$ cat src/rtl/rel_compare_iter_if.sv
`default_nettype none
// ============================================================================
//  Module      : rel_compare_iter_if
//  Description : Request/response bundle for the iterative relational compare
//                unit. Carries the operand request (valid/ready, a, b, op,
//                is_signed) and the result response (valid/ready, result,
//                z, n, op_err).
//  Modports    : master - request producer / result consumer
//                slave  - the compare unit itself
//  Revision    : 1.0 - initial release
// ============================================================================
interface rel_compare_iter_if #(
    parameter int WIDTH = 32
);
    // request channel
    logic             in_valid;
    logic             in_ready;
    logic [WIDTH-1:0] a;
    logic [WIDTH-1:0] b;
    logic [2:0]       op;
    logic             is_signed;

    // response channel
    logic             out_valid;
    logic             out_ready;
    logic             result;
    logic             z;
    logic             n;
    logic             op_err;

    modport master (
        output in_valid, a, b, op, is_signed, out_ready,
        input  in_ready, out_valid, result, z, n, op_err
    );

    modport slave (
        input  in_valid, a, b, op, is_signed, out_ready,
        output in_ready, out_valid, result, z, n, op_err
    );
endinterface
`default_nettype wire

$ cat src/rtl/rel_compare_iter.sv
`default_nettype none
// ============================================================================
//  Module      : rel_compare_iter
//  Description : Iterative multi-mode relational compare (EQ/NE/LT/LE/GT/GE,
//                signed or unsigned). Walks the operands CHUNK bits per cycle
//                from the MSB end, optionally stopping at the first differing
//                chunk, and returns the predicate plus z (a==b) and n (a<b).
//  Ports       : clk    - clock
//                rst_n  - synchronous active-low reset
//                bus    - rel_compare_iter_if.slave (request + response)
//  Revision    : 1.0 - initial release
// ============================================================================
module rel_compare_iter #(
    parameter int WIDTH      = 32,
    parameter int CHUNK      = 8,
    parameter int EARLY_EXIT = 1
) (
    input  wire logic          clk,
    input  wire logic          rst_n,
    rel_compare_iter_if.slave  bus
);

    localparam int c_n_chunks = WIDTH / CHUNK;
    localparam int c_idx_w    = (c_n_chunks > 1) ? $clog2(c_n_chunks) : 1;
    localparam logic [c_idx_w-1:0] c_last_idx = c_idx_w'(c_n_chunks - 1);

    localparam logic [1:0] c_st_idle = 2'd0;
    localparam logic [1:0] c_st_busy = 2'd1;
    localparam logic [1:0] c_st_done = 2'd2;

    localparam logic [2:0] c_op_eq = 3'd0;
    localparam logic [2:0] c_op_ne = 3'd1;
    localparam logic [2:0] c_op_lt = 3'd2;
    localparam logic [2:0] c_op_le = 3'd3;
    localparam logic [2:0] c_op_gt = 3'd4;
    localparam logic [2:0] c_op_ge = 3'd5;

    logic [1:0]         r_state;
    logic [1:0]         w_next_state;
    logic               w_in_ready;
    logic               w_out_valid;
    logic               w_accept;

    // Operands are stored biased and shifted left one chunk per cycle, so the
    // chunk under test is always the top CHUNK bits.
    logic [WIDTH-1:0]   r_a;
    logic [WIDTH-1:0]   r_b;
    logic [WIDTH-1:0]   w_bias;
    logic [2:0]         r_op;
    logic [c_idx_w-1:0] r_idx;
    logic               r_gt;
    logic               r_lt;

    logic               r_result;
    logic               r_z;
    logic               r_n;
    logic               r_op_err;

    logic [CHUNK-1:0]   w_ca;
    logic [CHUNK-1:0]   w_cb;
    logic               w_chunk_gt;
    logic               w_chunk_lt;
    logic               w_fin_gt;
    logic               w_fin_lt;
    logic               w_eq;
    logic               w_last;
    logic               w_finish;
    logic               w_pred;

    // ------------------------------------------------------------------
    // FSM: state register
    // ------------------------------------------------------------------
    always_ff @(posedge clk) begin
        if (!rst_n) begin
            r_state <= c_st_idle;
        end else begin
            r_state <= w_next_state;
        end
    end

    // ------------------------------------------------------------------
    // FSM: next-state logic
    // ------------------------------------------------------------------
    always_comb begin
        w_next_state = r_state;
        case (r_state)
            c_st_idle: if (w_accept)      w_next_state = c_st_busy;
            c_st_busy: if (w_finish)      w_next_state = c_st_done;
            c_st_done: if (bus.out_ready) w_next_state = c_st_idle;
            default:                      w_next_state = c_st_idle;
        endcase
    end

    // ------------------------------------------------------------------
    // FSM: output decode
    // ------------------------------------------------------------------
    always_comb begin
        w_in_ready  = 1'b0;
        w_out_valid = 1'b0;
        case (r_state)
            c_st_idle: w_in_ready  = 1'b1;
            c_st_done: w_out_valid = 1'b1;
            default: ;
        endcase
    end

    assign w_accept = bus.in_valid & w_in_ready;

    // Flipping the MSB maps two's-complement order onto unsigned order.
    assign w_bias = WIDTH'(bus.is_signed) << (WIDTH - 1);

    // ------------------------------------------------------------------
    // Chunk compare
    // ------------------------------------------------------------------
    assign w_ca       = r_a[WIDTH-1 -: CHUNK];
    assign w_cb       = r_b[WIDTH-1 -: CHUNK];
    assign w_chunk_gt = (w_ca > w_cb);
    assign w_chunk_lt = (w_ca < w_cb);

    // Once a difference has been recorded it dominates every later chunk.
    assign w_fin_gt = (r_gt | r_lt) ? r_gt : w_chunk_gt;
    assign w_fin_lt = (r_gt | r_lt) ? r_lt : w_chunk_lt;
    assign w_eq     = ~w_fin_gt & ~w_fin_lt;

    assign w_last   = (r_idx == c_last_idx);
    assign w_finish = w_last | ((EARLY_EXIT != 0) & (w_chunk_gt | w_chunk_lt));

    always_comb begin
        w_pred = 1'b0;
        case (r_op)
            c_op_eq: w_pred = w_eq;
            c_op_ne: w_pred = ~w_eq;
            c_op_lt: w_pred = w_fin_lt;
            c_op_le: w_pred = w_fin_lt | w_eq;
            c_op_gt: w_pred = w_fin_gt;
            c_op_ge: w_pred = w_fin_gt | w_eq;
            default: w_pred = 1'b0;
        endcase
    end

    // ------------------------------------------------------------------
    // Datapath registers
    // ------------------------------------------------------------------
    always_ff @(posedge clk) begin
        if (!rst_n) begin
            r_a      <= '0;
            r_b      <= '0;
            r_op     <= '0;
            r_idx    <= '0;
            r_gt     <= 1'b0;
            r_lt     <= 1'b0;
            r_result <= 1'b0;
            r_z      <= 1'b0;
            r_n      <= 1'b0;
            r_op_err <= 1'b0;
        end else begin
            case (r_state)
                c_st_idle: begin
                    if (w_accept) begin
                        r_a   <= bus.a ^ w_bias;
                        r_b   <= bus.b ^ w_bias;
                        r_op  <= bus.op;
                        r_idx <= '0;
                        r_gt  <= 1'b0;
                        r_lt  <= 1'b0;
                    end
                end
                c_st_busy: begin
                    r_a   <= r_a << CHUNK;
                    r_b   <= r_b << CHUNK;
                    r_idx <= r_idx + c_idx_w'(1);
                    r_gt  <= w_fin_gt;
                    r_lt  <= w_fin_lt;
                    if (w_finish) begin
                        r_result <= w_pred;
                        r_z      <= w_eq;
                        r_n      <= w_fin_lt;
                        r_op_err <= r_op[2] & r_op[1];
                    end
                end
                default: ;
            endcase
        end
    end

    assign bus.in_ready  = w_in_ready;
    assign bus.out_valid = w_out_valid;
    assign bus.result    = r_result;
    assign bus.z         = r_z;
    assign bus.n         = r_n;
    assign bus.op_err    = r_op_err;

endmodule
`default_nettype wire

$ cat src/flat_wrapper.sv
// flat-port wrapper written by rule: the top's interface ports become plain ports
module rel_compare_iter_flat 
#(
    parameter int WIDTH      = 32,
    parameter int CHUNK      = 8,
    parameter int EARLY_EXIT = 1
)
  (clk, rst_n, bus_in_valid, bus_a, bus_b, bus_op, bus_is_signed, bus_out_ready, bus_in_ready, bus_out_valid, bus_result, bus_z, bus_n, bus_op_err);
  rel_compare_iter_if #(.WIDTH(WIDTH)) bus_i ();
  input  wire logic clk;
  input  wire logic rst_n;
  input wire logic [$bits(bus_i.in_valid)-1:0] bus_in_valid;
  input wire logic [$bits(bus_i.a)-1:0] bus_a;
  input wire logic [$bits(bus_i.b)-1:0] bus_b;
  input wire logic [$bits(bus_i.op)-1:0] bus_op;
  input wire logic [$bits(bus_i.is_signed)-1:0] bus_is_signed;
  input wire logic [$bits(bus_i.out_ready)-1:0] bus_out_ready;
  output wire logic [$bits(bus_i.in_ready)-1:0] bus_in_ready;
  output wire logic [$bits(bus_i.out_valid)-1:0] bus_out_valid;
  output wire logic [$bits(bus_i.result)-1:0] bus_result;
  output wire logic [$bits(bus_i.z)-1:0] bus_z;
  output wire logic [$bits(bus_i.n)-1:0] bus_n;
  output wire logic [$bits(bus_i.op_err)-1:0] bus_op_err;
  assign bus_i.in_valid = bus_in_valid;
  assign bus_i.a = bus_a;
  assign bus_i.b = bus_b;
  assign bus_i.op = bus_op;
  assign bus_i.is_signed = bus_is_signed;
  assign bus_i.out_ready = bus_out_ready;
  assign bus_in_ready = bus_i.in_ready;
  assign bus_out_valid = bus_i.out_valid;
  assign bus_result = bus_i.result;
  assign bus_z = bus_i.z;
  assign bus_n = bus_i.n;
  assign bus_op_err = bus_i.op_err;
  rel_compare_iter #(.WIDTH(WIDTH), .CHUNK(CHUNK), .EARLY_EXIT(EARLY_EXIT)) u_core (.clk(clk), .rst_n(rst_n), .bus(bus_i));
endmodule
$ cat config.mk
export PLATFORM = sky130hd
export DESIGN_NAME = rel_compare_iter_flat
export DESIGN_NICKNAME = d
export VERILOG_FILES = /design/src/rtl/rel_compare_iter_if.sv /design/src/rtl/rel_compare_iter.sv /design/src/flat_wrapper.sv
export SDC_FILE = /design/constraint.sdc
export NUM_CORES = 1
export LEC_CHECK = 0
export ABC_AREA = 1
export CAP_MARGIN = 0
export CELL_PAD_IN_SITES_DETAIL_PLACEMENT = 2
export CELL_PAD_IN_SITES_GLOBAL_PLACEMENT = 2
export CORE_AREA = 2 2 108 110
export CTS_BUF_LIST = sky130_fd_sc_hd__clkbuf_4 sky130_fd_sc_hd__clkbuf_8 sky130_fd_sc_hd__clkbuf_16
export CTS_CLUSTER_DIAMETER = 100
export DETAILED_ROUTE_END_ITERATION = 7
export DIE_AREA = 0 0 110 112
export DONT_BUFFER_PORTS = 1
export GPL_ROUTABILITY_DRIVEN = 1
export PLACE_DENSITY_LB_ADDON = 0.1
export RECOVER_POWER = 50
export SLEW_MARGIN = 20
export SYNTH_ARGS = -nofsm -noshare
export SYNTH_HDL_FRONTEND = slang
export SYNTH_SLANG_ARGS = --single-unit
$ cat constraint.sdc
create_clock -name clk -period 1.62 [get_ports clk]
set_input_delay 0.081 -clock clk [delete_from_list [all_inputs] [get_ports clk]]
set_output_delay 0.081 -clock clk [all_outputs]
set_load 0.1 [all_outputs]
==> key figures <==
Final layout
  • Layout Cell Area excl Fill: about 4900 um^2
  • Share of post-route cells with drive strength above 1: 18.4%
  • P&R area growth vs syn: 44.5%
  • Reg area: about 1600 um^2
  • Final non-filler cell total: about 680
  • Number of fillers in the final layout: 1231
  • # nets final: around 610
  • Total area of multi-input combinational cells: between 1500 and 2000 um^2
  • Ant diodes: 0
  • Post-route core utilization: roughly 44%

Pwr
  • Total net switching power: about 1.7 mW
  • Switching part of the total: approximately 30%
  • Combinational group share of total power: 23.0%
  • Power per Cell Area: 1160 nW/um^2
  • Worst ir drop on vdd: approximately 0.0004 V
  • Portion of total power attributed to sequential cells: about two fifths
  • Static leakage: roughly 2.0 nW
  • Part of the power in the clock network: between 30% and 40%
  • Internal power of the cells: 3.97 mW

Worst setup path
  • Cell with the biggest individual delay on the critical path: sky130_fd_sc_hd__dfxtp_2
  • CP arrival: about 2.0 ns
  • Top fanout value on the critical path: 3
  • Start-to-end type of the worst setup path: flop to flop
  • Worst Setup Start Kind: flop
  • Chain of cells forming the critical path: ha_4 -> a21o_1 -> nor2_2 -> nand2_2 -> nand3b_1 -> nand2_2 -> a21oi_2 -> nand2_1 -> a21oi_2
  • Crit-path max cell delay: roughly 0.34 ns
  • WP data required: 1.90 ns
  • CP endpoint kind: flop

Clocking
  • Maximum level of the CTS H-tree: 3
  • Post-CTS clock slew at the launch and capture registers of the worst setup and hold paths: about 0.060 ns
  • CTS tree: built
  • Clk root buf: sky130_fd_sc_hd__clkbuf_16
  • Skew-Pair Late Insertion Delay: between 0.3 and 0.4 ns
  • Total CTS buffers: 9
  • Clock buffer depth: 2
  • Sink count of the clock tree: just under 80

Yosys
  • Mean instance size in the synthesized netlist: between 7 and 8 um^2
  • Top cells by area in the synthesized netlist: sky130_fd_sc_hd__dfxtp_1 46%, sky130_fd_sc_hd__nand2_1 17%, sky130_fd_sc_hd__a31oi_1 8.7%
  • Cell taking the most area after synthesis: sky130_fd_sc_hd__dfxtp_1
  • Combined area of all synthesized cells: about 3400 um^2
  • Ys Warns: 0
  • Sequential-to-total area share from yosys stat: a little under half
  • Number of distinct standard cells referenced by the synthesized netlist: 28
  • Share of the synthesized area in the top cell type: a little under half
  • Synth Instances: between 400 and 500
  • Net count of the mapped netlist: around 540
  • Number of flip-flops and latches in the synthesized netlist: between 70 and 80

Drt
  • Length of the first detailed-routing pass in iterations: 4
  • Wirelength per Cell: around 17 um
  • Final ANT Viol Nets: 0
  • Routed via count: around 3400
  • Routed via count divided by cell count: 5.00
  • Remaining design rule violation count: 0
  • Total length of routed wires: 11.8 mm
  • First DRT Iteration DRCs: 89

Min path
  • Type of the most critical hold path: input pin to flop

Placement
  • Post-detail-place hpwl: approximately 7.2 mm
  • Total instance count after detailed placement: around 590
  • Routability Congestion: ~0.74
  • Count of buffers inserted at the top-level ports: 0
  • DP Area: 3640 um^2

Die
  • Die ar.: about 12000 um^2
  • Core Area: between 10000 and 15000 um^2
  • Height of the die: ~110 um
  • Rows: 39
  • Number of top-level design ports: 78
  • Starting utilization of the core area: a little under a third
  • Die width: between 100 and 150 um

Status
  • Status: finished with violations
  • Violations in the final reports: setup timing

GRT
  • GRT Residual Overflow: 0
  • Pin count of the biggest net entering global routing: 56
  • Number of global-route vias before repair: approximately 3600
  • Global Route Usage Sum: 19.9%
  • Number of antenna violations at the first check in global routing: 0
  • First-pass GRT wire length: roughly 19 mm

STA
  • Worst slew margin relative to its limit: 63.2%
  • Final hold violation count: 0
  • Tcrit/Tclk final: 103%
  • Setup slack after layout: -0.0516 ns
  • Worst-case hold slack: 0.00944 ns
  • Timing-limited maximum frequency: roughly 600 MHz
  • Setup TNS after final layout: -0.0682 ns
  • RSZ-0062 raised after global routing: yes
  • Clock Skews: approximately 0.0034 ns
  • Final count of pins violating max slew: 0
  • Transition at the pin with the smallest max-transition slack: about 0.55 ns
  • Final Critical Period: between 1.5 and 2 ns
  • Final setup violation count: 5

Run
  • Number of violations of the max-capacitance limit: 0
flip-flops by register name, indices dropped and copies added (netlist names):
name,count
u_core.r_a,32
u_core.r_b,32
u_core.r_op,3
u_core.r_idx,2
u_core.r_state,2
u_core.bus.n,1
u_core.bus.op_err,1
u_core.bus.result,1
u_core.bus.z,1
u_core.r_gt,1
u_core.r_lt,1
layout by cell type, fill, tap and decap left out, types with 4 or more instances in the layout:
cell                            count
sky130_fd_sc_hd__a21oi_1           23
sky130_fd_sc_hd__a21oi_2            4
sky130_fd_sc_hd__a31oi_1           47
sky130_fd_sc_hd__buf_12             5
sky130_fd_sc_hd__buf_4             16
sky130_fd_sc_hd__clkbuf_16         10
sky130_fd_sc_hd__clkbuf_2           8
sky130_fd_sc_hd__dfxtp_1           67
sky130_fd_sc_hd__dfxtp_2           10
sky130_fd_sc_hd__dlygate4sd3_1     68
sky130_fd_sc_hd__ha_4               6
sky130_fd_sc_hd__inv_1             20
sky130_fd_sc_hd__inv_2              4
sky130_fd_sc_hd__nand2_1          142
sky130_fd_sc_hd__nand2_2            9
sky130_fd_sc_hd__nor2_1             7
sky130_fd_sc_hd__nor2_2             5
sky130_fd_sc_hd__o21ai_0           38
sky130_fd_sc_hd__o21ai_1           13
sky130_fd_sc_hd__o21ai_2            4
synthesized netlist by cell type:
library cell,n
sky130_fd_sc_hd__a21o_1,1
sky130_fd_sc_hd__nand3b_1,1
sky130_fd_sc_hd__nor2_4,2
sky130_fd_sc_hd__buf_6,3
sky130_fd_sc_hd__a31oi_1,47
sky130_fd_sc_hd__a22oi_1,2
sky130_fd_sc_hd__nand2_1,152
sky130_fd_sc_hd__o221ai_1,2
sky130_fd_sc_hd__inv_2,1
sky130_fd_sc_hd__nand4_1,1
sky130_fd_sc_hd__dfxtp_1,77
sky130_fd_sc_hd__a211oi_1,1
sky130_fd_sc_hd__o21ai_1,13
sky130_fd_sc_hd__ha_1,9
sky130_fd_sc_hd__o21ai_0,42
sky130_fd_sc_hd__buf_1,2
sky130_fd_sc_hd__nand3_1,2
sky130_fd_sc_hd__buf_2,7
sky130_fd_sc_hd__clkbuf_1,16
sky130_fd_sc_hd__nor2_2,1
sky130_fd_sc_hd__nand2_4,1
sky130_fd_sc_hd__and2_1,1
sky130_fd_sc_hd__clkbuf_2,3
sky130_fd_sc_hd__nor2_1,12
sky130_fd_sc_hd__a21oi_1,27
sky130_fd_sc_hd__xnor2_1,2
sky130_fd_sc_hd__inv_1,25
sky130_fd_sc_hd__inv_4,1
layout make-up:
cell class | count | area share (%)
Clock buffer | 12 | 5.48
Clock inverter | 4 | 0.926
Inverter | 27 | 2.32
Multi-Input combinational cell | 319 | 35.5
Sequential cell | 77 | 32.0
Tap cell | 143 | 3.68
Timing Repair Buffer | 99 | 20.1
metrics by stage:
stage | worst slack (ns) | total power [mW]
2_1_floorplan | -0.133 | 2.92
3_3_place_gp | -0.126 | 3.19
3_5_place_dp | -0.185 | 3.23
4_1_cts | -0.0592 | 5.63
5_1_grt | -0.212 | 5.98
6_report | -0.0516 | 5.65
metal layers:
layer | wire length, um | global-route usage (%)
met2 | 5830 | 33.0
met5 | 0 | 0
met1 | 5440 | 25.5
met4 | 232 | 7.85
met3 | 281 | 2.99
worst max-delay path: cells and delay by family, from the launching register on:
| family | cells | cell delay (ns) |
|---|---|---|
| adders and majority gates | 1 | 0.24 |
| DFF | 1 | 0.34 |
| and+or+nand+nor | 5 | 0.59 |
| AOI/OAI and AO/OA | 3 | 0.45 |
what timing repair did:
| action | CTS | global route |
|---|---|---|
| pin swaps | 16 | 15 |
| endpoints found under the hold margin | 72 | 0 |
| hold buffers | 69 | 0 |
| buffers inserted | 0 | 4 |
| cloned | 0 | 1 |
| setup endpoints to repair | 6 | 37 |
| resized for setup | 32 | 21 |
power by group through the flow:
stage	registers, mW	logic (mW)	clock network, mW
finish	2.24	1.30	2.11
floorplan	2.26	0.660	0
global route	2.26	1.46	2.25
detailed placement	2.26	0.976	0
global placement	2.25	0.943	0
CTS	2.23	1.23	2.17
worst paths after layout:
| check | from | to | slack, ns | depth (start not counted) |
|---|---|---|---|---|
| worst max-delay path | u_core.r_a[31]$_SDFFE_PN0P_ | u_core.bus.result$_SDFFE_PN0P_ | -0.05 | 9 |
| worst min-delay path | bus_in_valid | u_core.r_state[0]$_SDFFE_PN0P_ | 0.009 | 2 |
| worst max register to register | u_core.r_a[31]$_SDFFE_PN0P_ | u_core.bus.result$_SDFFE_PN0P_ | -0.05 | 9 |
| worst min register to register | u_core.r_b[7]$_SDFFE_PN0P_ | u_core.r_b[7]$_SDFFE_PN0P_ | 0.47 | 2 |
cell families (layout without fill, tap and decap cells):
family | Yosys count | count (layout) | share of synthesized area (%)
fa+ha+maj | 9 | 9 | 3.35
compound gates | 135 | 135 | 22.4
simple gates | 173 | 173 | 20.4
xor+xnor | 2 | 2 | 0.521
flops | 77 | 77 | 45.8
buf+inv | 58 | 142 | 7.59
Note: power is estimated with default switching activity, not from simulation.
